**src/rtl/slave_rd_arbiter.sv**
```systemverilog
// Round-robin arbiter sharing the slave RAM read port among NREQ burst readers.
// Issues one address per cycle; returned bytes are steered by a latency tag pipe.
module slave_rd_arbiter #(
    parameter int NREQ   = 2,
    parameter int RD_LAT = 2,
    parameter int AW     = 16
) (
    input  logic              clk,
    input  logic              rst,
    input  logic [NREQ-1:0]   req,
    input  logic [NREQ*AW-1:0] req_addr,
    input  logic [NREQ*8-1:0] req_len,
    output logic [NREQ-1:0]   grant,
    output logic              rsp_valid,
    output logic [7:0]        rsp_data,
    output logic              rsp_last,
    output logic [NREQ-1:0]   done,
    output logic              busy,
    output logic              ram_rd_rq,
    output logic [AW-1:0]     rd_addr,
    input  logic [7:0]        slv_data
);

    localparam int PW = (NREQ > 2) ? 2 : 1;

    typedef enum logic [1:0] {S_IDLE, S_ISSUE, S_DRAIN, S_DONE} state_t;

    state_t          state_reg;
    logic [PW-1:0]   ptr_reg;
    logic [PW-1:0]   gidx_reg;
    logic [8:0]      issue_cnt_reg;
    logic            pipe_v_reg [RD_LAT];
    logic            pipe_l_reg [RD_LAT];

    logic [AW-1:0]   addr_arr [NREQ];
    logic [8:0]      len_arr  [NREQ];
    logic            pick_valid;
    logic [PW-1:0]   pick_idx;
    logic            tail_v;
    logic            tail_last;

    // A length byte of zero encodes a full 256-byte burst.
    generate
        for (genvar gi = 0; gi < NREQ; gi++) begin : g_unpack
            assign addr_arr[gi] = req_addr[gi*AW +: AW];
            assign len_arr[gi]  = (req_len[gi*8 +: 8] == 8'd0) ? 9'd256
                                                               : {1'b0, req_len[gi*8 +: 8]};
        end
    endgenerate

    // Scan downwards so the requester closest to ptr_reg wins.
    always_comb begin
        pick_valid = 1'b0;
        pick_idx   = '0;
        for (int i = NREQ - 1; i >= 0; i--) begin
            if (req[(int'(ptr_reg) + i) % NREQ]) begin
                pick_valid = 1'b1;
                pick_idx   = PW'((int'(ptr_reg) + i) % NREQ);
            end
        end
    end

    always_ff @(posedge clk) begin
        if (rst) begin
            state_reg     <= S_IDLE;
            ptr_reg       <= '0;
            gidx_reg      <= '0;
            issue_cnt_reg <= '0;
            grant         <= '0;
            busy          <= 1'b0;
            ram_rd_rq     <= 1'b0;
            rd_addr       <= '0;
        end else begin
            case (state_reg)
                S_IDLE: begin
                    if (pick_valid) begin
                        grant         <= NREQ'(1) << pick_idx;
                        gidx_reg      <= pick_idx;
                        rd_addr       <= addr_arr[pick_idx];
                        issue_cnt_reg <= len_arr[pick_idx];
                        ram_rd_rq     <= 1'b1;
                        busy          <= 1'b1;
                        state_reg     <= S_ISSUE;
                    end
                end
                S_ISSUE: begin
                    if (issue_cnt_reg == 9'd1) begin
                        ram_rd_rq <= 1'b0;
                        state_reg <= S_DRAIN;
                    end else begin
                        issue_cnt_reg <= issue_cnt_reg - 9'd1;
                        rd_addr       <= rd_addr + AW'(1);
                    end
                end
                S_DRAIN: begin
                    if (tail_last) begin
                        state_reg <= S_DONE;
                    end
                end
                S_DONE: begin
                    grant     <= '0;
                    busy      <= 1'b0;
                    ptr_reg   <= (gidx_reg == PW'(NREQ - 1)) ? '0 : gidx_reg + PW'(1);
                    state_reg <= S_IDLE;
                end
                default: state_reg <= S_IDLE;
            endcase
        end
    end

    // Tags travel alongside each issued address so captures never depend on state.
    generate
        for (genvar gi = 0; gi < RD_LAT; gi++) begin : g_pipe
            always_ff @(posedge clk) begin
                if (rst) begin
                    pipe_v_reg[gi] <= 1'b0;
                    pipe_l_reg[gi] <= 1'b0;
                end else if (gi == 0) begin
                    pipe_v_reg[gi] <= ram_rd_rq;
                    pipe_l_reg[gi] <= ram_rd_rq && (issue_cnt_reg == 9'd1);
                end else begin
                    pipe_v_reg[gi] <= pipe_v_reg[(gi == 0) ? 0 : gi - 1];
                    pipe_l_reg[gi] <= pipe_l_reg[(gi == 0) ? 0 : gi - 1];
                end
            end
        end
    endgenerate

    assign tail_v    = pipe_v_reg[RD_LAT-1];
    assign tail_last = pipe_v_reg[RD_LAT-1] & pipe_l_reg[RD_LAT-1];

    always_ff @(posedge clk) begin
        if (rst) begin
            rsp_valid <= 1'b0;
            rsp_data  <= '0;
            rsp_last  <= 1'b0;
            done      <= '0;
        end else begin
            rsp_valid <= tail_v;
            if (tail_v) begin
                rsp_data <= slv_data;
            end
            rsp_last <= tail_last;
            done     <= tail_last ? grant : '0;
        end
    end

endmodule
```
**config.mk**
```make
export PLATFORM = sky130hd
export DESIGN_NAME = slave_rd_arbiter
export DESIGN_NICKNAME = d
export VERILOG_FILES = /design/src/rtl/slave_rd_arbiter.sv
export SDC_FILE = /design/constraint.sdc
export NUM_CORES = 1
export LEC_CHECK = 0
export CAP_MARGIN = 10
export CORE_AREA = 2 2 96 98
export CTS_BUF_LIST = sky130_fd_sc_hd__clkbuf_16
export DETAILED_ROUTE_END_ITERATION = 12
export DIE_AREA = 0 0 98 100
export SLEW_MARGIN = 25
export SYNTH_ARGS = -nofsm -noshare
export SYNTH_HDL_FRONTEND = slang
export SYNTH_SLANG_ARGS = --single-unit
```
**constraint.sdc**
```tcl
create_clock -name clk -period 5.6 [get_ports clk]
set_input_delay 1.68 -clock clk [delete_from_list [all_inputs] [get_ports clk]]
set_output_delay 1.68 -clock clk [all_outputs]
set_load 0.01 [all_outputs]
```
==> flow_metrics.tcl, run 1 <==
set metrics [dict create \
    first_pass_iters 4 \
    r2r_start "state_reg[1]" \
    hold_path_depth 1 \
    drcViolationCount 0 \
    synth_top_flop_cell "dfxtp_1" \
    cp.required_ns 5.75 \
    synth_area_sq_um 2970 \
    postRouteAntennaNets 0 \
    gp_congestion 0.852 \
    antenna_found_initial 0 \
    register_area_sq_um 981 \
    max_freq_ghz 0.252 \
    multiInputGateArea_sq_um 1810 \
    cp_slowest_cell "nand2b_1" \
    cp_top_family "simple AND/OR/NAND/NOR gates" \
    cts_tree "done" \
    mostFrequentLayoutCell "clkdlybuf4s50_1" \
    post_cts_buffers 0 \
    placed_area_sq_um 3930 \
    syn_nets 430 \
    crit_cells 7 \
    syn_to_final_growth_pct 37.3 \
    htree_levels 2 \
    clockBufferDepth 2 \
    fin_area_sq_um 4070 \
    ir_drop_mv 0.172 \
    grt_usage 0.181 \
    critPathLaunch "req[0]" \
    worstPathMaxFanout 20 \
    grt.overflow.total 0 \
    drv_slew 0 \
    utilization 0.458 \
    endpoint_kind "flop" \
    synthCells 362 \
    nets 508 \
    initial_core_util 0.334 \
    r2r_slack_ns 2.87 \
    cts_made_buffers 5 \
    io_pins 92 \
    grt_pass1_wl_um 14600 \
    period_needed_ns 3.96 \
    drive_above_1_share 0.0794 \
    vias_per_cell 5.36 \
    clk_pin_slew_ns 0.07 \
    relSlewSlack 0.330 \
    drt_iter0_markers 142 \
    reg2reg_depth 7 \
    dpl.hpwl_um 6670 \
    min_path_type "reg -> reg" \
    p_leak_nw 1.46 \
    status "complete, no violations" \
    synth_cell_types 59 \
    grt_pass1_vias 2897 \
    avgSynthCellArea_sq_um 8.20 \
    cts_resized 0 \
    clock-sinks 49 \
    cpPeakStageDelay_ns 0.80 \
    vias 2960 \
    diodes 0 \
    clock_latency_ns 0.29 \
    yosys_warnings 0 \
    die_area_sq_um 9800 \
    yosysTopAreaCellShare 0.331 \
    yosys_register_bits 49 \
    cts_hold_buf 0 \
    die_h_um 100 \
    crit_chain "clkdlybuf4s50_1 > nor2b_1 > buf_4 > nand2b_1 > mux2_2 > o211ai_1 > a21oi_1" \
    r2r_end "rd_addr[14]" \
    synth_edf_count 0 \
    p_per_area_nw_per_um2 440 \
    layout.filler_cells 880 \
    final_cell_mix "clkdlybuf4s50_1 (90), dfxtp_1 (49), a21oi_1 (38)" \
    cap_violations 0 \
    die_w_um 98 \
    async_flop_share 0 \
    hold_violations 0 \
    setup.worst_path.start_class "input pin" \
    ys_top_cells_by_area "dfxtp_1 (33%), a21oi_1 (6.4%), mux2i_1 (6.4%), o21ai_0 (5.9%), nand2_1 (4.0%)" \
    finalWirelength_um 8960 \
    synth-seq-area-share 0.331 \
    finClkSkew_ns 0.00299 \
    period_share 0.707 \
    rows 35 \
    worst_pin_slew_ns 1.00 \
    rsz0062_at_grt "no" \
    yosys.area.top_type "dfxtp_1" \
    worst-path-buf-inv 2 \
    endpoint "issue_cnt_reg[3]" \
    setup_viol 0 \
    core_area_sq_um 8890 \
    tns_ns 0 \
    cts-root-buf "clkbuf_16" \
    criticalPathCategory "in -> reg" \
    grt_max_degree 34 \
    largest_reg_flops 16 \
    wl_per_cell_um 16.2 \
    numPortBuffers 91 \
    cp.arrival_ns 4.11 \
]
-- per-layer routing --
| metal | vias to the layer above | wire length, um | global-route usage |
|---|---|---|---|
| met2 | 86 | 4250 | 0.307 |
| met4 | 0 | 119 | 0.0470 |
| li1 | 1480 | - | - |
| met1 | 1384 | 4030 | 0.235 |
| met5 | - | 0 | 0 |
| met3 | 10 | 560 | 0.0376 |
-- per-stage QoR --
step	std cells	hold slack, ns	power [W]	setup WS, ns
after floorplan	362	0.414	0.00117	2.72
after global placement	544	0.421	0.00147	1.33
after detailed placement	544	0.426	0.00149	1.27
after CTS	552	0.443	0.00180	1.57
after global routing	552	0.464	0.00192	1.41
final	552	0.443	0.00179	1.64
-- logic make-up (layout without fill, tap and decap cells) --
| group | count (synthesis) | after routing | share of synthesized area |
|---|---|---|---|
| simple gates | 127 | 127 | 0.244 |
| mux | 27 | 27 | 0.0944 |
| fa+ha+maj | 8 | 8 | 0.0337 |
| compound gates | 112 | 112 | 0.237 |
| flops | 49 | 49 | 0.331 |
| buf+inv | 39 | 118 | 0.0611 |
-- worst min-delay path by stage --
stage	startpoint	end
after global placement	pipe_v_reg[0]	pipe_v_reg[1]
after global routing	pipe_v_reg[0]	pipe_v_reg[1]
after floorplan	pipe_l_reg[0]	pipe_l_reg[1]
after detailed placement	pipe_l_reg[0]	pipe_l_reg[1]
after CTS	pipe_l_reg[0]	pipe_l_reg[1]
final	pipe_l_reg[0]	pipe_l_reg[1]
-- power breakdown --
| part | switching (W) | internal, W | total, W |
|---|---|---|---|
| registers | 0.000129 | 0.000444 | 0.000572 |
| logic | 0.000496 | 0.000419 | 0.000916 |
| clock network | 0.000138 | 0.000167 | 0.000304 |
-- Yosys cell counts (all sizes together), types with 3 or more instances --
cell type,number
nor2b,8
nor2,25
o211ai,9
nor3,7
inv,12
buf,10
and3,7
nand4,4
nor3b,3
clkbuf,16
nand3b,9
nor4,6
or4,4
mux2i,19
dfxtp,49
nand2b,3
nand3,8
ha,8
and4,3
o32ai,3
a21oi,38
o311ai,3
mux2,8
nand2,33
o21ai,36
-- layout make-up --
class,count,area share
repair buffers,97,0.233
well taps,111,0.0341
flip-flops and latches,49,0.241
clock inverters,3,0.00522
clock buffers,5,0.0307
inverters,13,0.0120
multi-input cells,274,0.444
Power figures use the tool's default switching activity.
==> inputs of run 2 (changes only) <==
- clock period: 5.6 -> 3.3 ns (I/O delays scaled with it)
==> flow_metrics.tcl, run 2 (synthesis results as in run 1) <==
set metrics [dict create \
    status "complete, no violations" \
    dpl.hpwl_um 6460 \
    mostFrequentLayoutCell "clkdlybuf4s50_1" \
    worst_pin_slew_ns 0.599 \
    grt_usage 0.178 \
    finClkSkew_ns 0.00573 \
    grt_util_met2 0.293 \
    drcViolationCount 0 \
    finalWirelength_um 8770 \
    gp_congestion 0.861 \
    multiInputGateArea_sq_um 1810 \
    largest_reg_flops 16 \
    numPortBuffers 91 \
    grt_pass1_wl_um 14300 \
    layout.filler_cells 870 \
    ir_drop_mv 0.302 \
    grt_max_degree 36 \
    max_freq_ghz 0.381 \
    grt.overflow.total 0 \
    wl_per_cell_um 15.9 \
    postRouteAntennaNets 0 \
    cts_hold_buf 0 \
    cap_violations 0 \
    final_cell_mix "clkdlybuf4s50_1 (91), dfxtp_1 (49), a21oi_1 (38)" \
    cts_made_buffers 5 \
    grt_pass1_vias 2811 \
    cts_resized 0 \
    clk_pin_slew_ns 0.07 \
    rsz0062_at_grt "no" \
    clockBufferDepth 2 \
    hold_violations 0 \
    die_area_sq_um 9800 \
    period_share 0.795 \
    p_per_area_nw_per_um2 735 \
    hold_ws_ns 0.437 \
    setup.worst_path.start_class "input pin" \
    core_area_sq_um 8890 \
    antenna_found_initial 0 \
    cp.required_ns 3.47 \
    cp.arrival_ns 2.79 \
    drv_slew 0 \
    drt_iter0_markers 120 \
    min_path_type "reg -> reg" \
    worstPathMaxFanout 16 \
    grt_use_met1 0.236 \
    drive_above_1_share 0.0769 \
    diodes 0 \
    tns_ns 0 \
    die_w_um 98 \
    grt.met3_usage 0.0362 \
    cts_tree "done" \
    relSlewSlack 0.600 \
    endpoint_kind "flop" \
    vias_per_cell 5.37 \
    rows 35 \
    criticalPathCategory "in -> reg" \
    register_area_sq_um 981 \
    die_h_um 100 \
    post_cts_buffers 0 \
    p_leak_nw 1.47 \
    syn_to_final_growth_pct 38.0 \
    first_pass_iters 5 \
    nets 509 \
    initial_core_util 0.334 \
    period_needed_ns 2.62 \
    cts-root-buf "clkbuf_16" \
    htree_levels 2 \
    clock-sinks 49 \
    io_pins 92 \
    clock_latency_ns 0.29 \
    setup_viol 0 \
    global_route.peak_usage_layer "met2" \
    vias 2967 \
]
[run 2: final cells by class]
cell class | count | share of cell area
clock inverters | 3 | 0.00428
flip-flops and latches | 49 | 0.240
repair buffers | 98 | 0.238
clock buffers | 5 | 0.0306
well taps | 111 | 0.0339
inverters | 13 | 0.0119
multi-input cells | 274 | 0.441
[run 2: worst paths after layout]
| path | start | endpoint | slack [ns] | cells after the start |
|---|---|---|---|---|
| max reg2reg | state_reg[1] | rd_addr[14] | 0.96 | 6 |
| min | pipe_v_reg[0] | pipe_v_reg[1] | 0.44 | 1 |
| max | req[0] | issue_cnt_reg[5] | 0.68 | 7 |
| min reg2reg | pipe_v_reg[0] | pipe_v_reg[1] | 0.44 | 1 |
[run 2: per-layer routing]
layer	vias up	wire length, um
met5	-	0
li1	1492	-
met1	1370	4020
met3	8	534
met4	0	115
met2	97	4100
[run 2: power breakdown]
part           switching, W  internal, W
Clock              0.000232     0.000280
Combinational      0.000813     0.000712
Sequential         0.000221     0.000753
[run 2: critical path, stage by stage]
cell and delay, ns:
clkdlybuf4s50_1 0.59, nor2b_1 0.20, nand2b_1 0.12, buf_4 0.28
mux2_2 0.37, o211ai_1 0.15, a21oi_1 0.08
[run 2: metrics by stage]
step | util | cells | setup slack (ns) | area (sq um) | total power (W)
finish | 0.461 | 553 | 0.675 | 4100 | 0.00301
global route | 0.461 | 553 | 0.558 | 4100 | 0.00325
CTS | 0.461 | 553 | 0.672 | 4100 | 0.00303
detailed placement | 0.445 | 545 | 0.358 | 3950 | 0.00251
global placement | 0.445 | 545 | 0.407 | 3950 | 0.00249
floorplan | - | 362 | 1.11 | 2970 | 0.00198
==> inputs of run 3 (changes only) <==
- clock period: 3.3 -> 2.4 ns (I/O delays scaled with it)
==> flow_metrics.tcl, run 3 (synthesis results as in run 1) <==
set metrics [dict create \
    core_area_sq_um 8890 \
    cts-root-buf "clkbuf_16" \
    wl_per_cell_um 15.9 \
    cts_hold_buf 0 \
    die_area_sq_um 9800 \
    vias 3088 \
    p_comb_frac 0.529 \
    layout.filler_cells 889 \
    antenna_found_initial 0 \
    p_leak_nw 1.59 \
    relSlewSlack 0.698 \
    initial_core_util 0.334 \
    drcViolationCount 0 \
    hold_violations 0 \
    drive_above_1_share 0.119 \
    finClkSkew_ns 0.00795 \
    grt.met3_usage 0.0334 \
    cts_made_buffers 5 \
    ir_drop_mv 0.351 \
    switchingPower_w 0.00181 \
    numPortBuffers 91 \
    power.internal_w 0.00273 \
    vias_per_cell 5.39 \
    placed_area_sq_um 4130 \
    clk_pin_slew_ns 0.07 \
    die_w_um 98 \
    clock_latency_ns 0.29 \
    io_pins 92 \
    first_pass_iters 4 \
    dpl.hpwl_um 6860 \
    criticalPathCategory "in -> reg" \
    finalWirelength_um 9090 \
    die_h_um 100 \
    worstPathMaxFanout 13 \
    grt_pass1_vias 3034 \
    pwr-share-seq 0.294 \
    endpoint_kind "flop" \
    p_sw_frac 0.399 \
    post_cts_buffers 0 \
    diodes 0 \
    setup_viol 0 \
    setup.worst_path.start_class "input pin" \
    final_cell_mix "clkdlybuf4s50_1 (91), dfxtp_1 (49), a21oi_1 (38)" \
    grt_usage 0.183 \
    rows 35 \
    clock-sinks 49 \
    rsz0062_at_grt "no" \
    mostFrequentLayoutCell "clkdlybuf4s50_1" \
    cp.required_ns 2.56 \
    p_per_area_nw_per_um2 1060 \
    grt.overflow.total 0 \
    largest_reg_flops 16 \
    htree_levels 2 \
    fin_area_sq_um 4300 \
    nets 529 \
    clockBufferDepth 2 \
    gp_congestion 0.897 \
    status "complete, no violations" \
    syn_to_final_growth_pct 44.8 \
    grt_max_degree 44 \
    global_route.peak_usage_layer "met2" \
    grt_use_met1 0.234 \
    cts_tree "done" \
    worst_pin_slew_ns 0.449 \
    p_clk_frac 0.178 \
    drv_slew 0 \
    cp.arrival_ns 2.35 \
    grt_util_met2 0.309 \
    period_share 0.911 \
    postRouteAntennaNets 0 \
    drt_iter0_markers 107 \
    min_path_type "reg -> reg" \
    grt_pass1_wl_um 14700 \
    max_freq_ghz 0.457 \
    cap_violations 0 \
    period_needed_ns 2.19 \
    cts_resized 0 \
    power_w 0.00454 \
]
-- run 3: area by class of cell --
class                   count  area, sq um  area share
multi-input cells         274         1810       0.421
repair buffers            118         1150       0.268
flip-flops and latches     49          981       0.228
well taps                 111          139      0.0323
clock buffers               5          125      0.0291
inverters                  13         48.8      0.0114
clock inverters             3         43.8      0.0102
-- run 3: worst max-delay path, cell delays in order --
cell and delay, ns:
clkdlybuf4s50_1 0.49, nor2b_1 0.17, nand2b_1 0.19, buf_12 0.17
mux2_2 0.34, o211ai_1 0.17, a21oi_1 0.09
-- run 3: routing by layer --
metal / wire length [um] / share of wire
met5: 0 / 0
met1: 4160 / 0.46
met2: 4340 / 0.48
met3: 453 / 0.050
met4: 150 / 0.016
-- run 3: power by group through the flow --
| stage | clock (W) | sequential, W | combinational (W) |
|---|---|---|---|
| 3_5_place_dp | 0 | 0.00135 | 0.00240 |
| 6_report | 0.000806 | 0.00133 | 0.00240 |
| 2_1_floorplan | 0 | 0.00131 | 0.00141 |
| 3_3_place_gp | 0 | 0.00134 | 0.00236 |
| 4_1_cts | 0.000831 | 0.00133 | 0.00241 |
| 5_1_grt | 0.000860 | 0.00137 | 0.00262 |
-- run 3: metrics by stage --
step           instances  setup WS, ns   util  TNS [ns]  hold WS, ns
6_report             573         0.213  0.483         0        0.434
5_1_grt              573         0.136  0.483         0        0.461
2_1_floorplan        362         0.482      -         0        0.414
4_1_cts              573         0.227  0.483         0        0.442
3_5_place_dp         565       -0.0835  0.464    -0.463        0.428
3_3_place_gp         565       -0.0583  0.464    -0.256        0.424
-- run 3: worst paths after layout --
path / startpoint / endpoint / slack, ns / cells past startpoint
worst max register to register: state_reg[0] / issue_cnt_reg[0] / 0.37 / 7
worst min-delay path: pipe_v_reg[0] / pipe_v_reg[1] / 0.43 / 1
worst max-delay path: req[0] / issue_cnt_reg[5] / 0.21 / 7
worst min register to register: pipe_v_reg[0] / pipe_v_reg[1] / 0.43 / 1
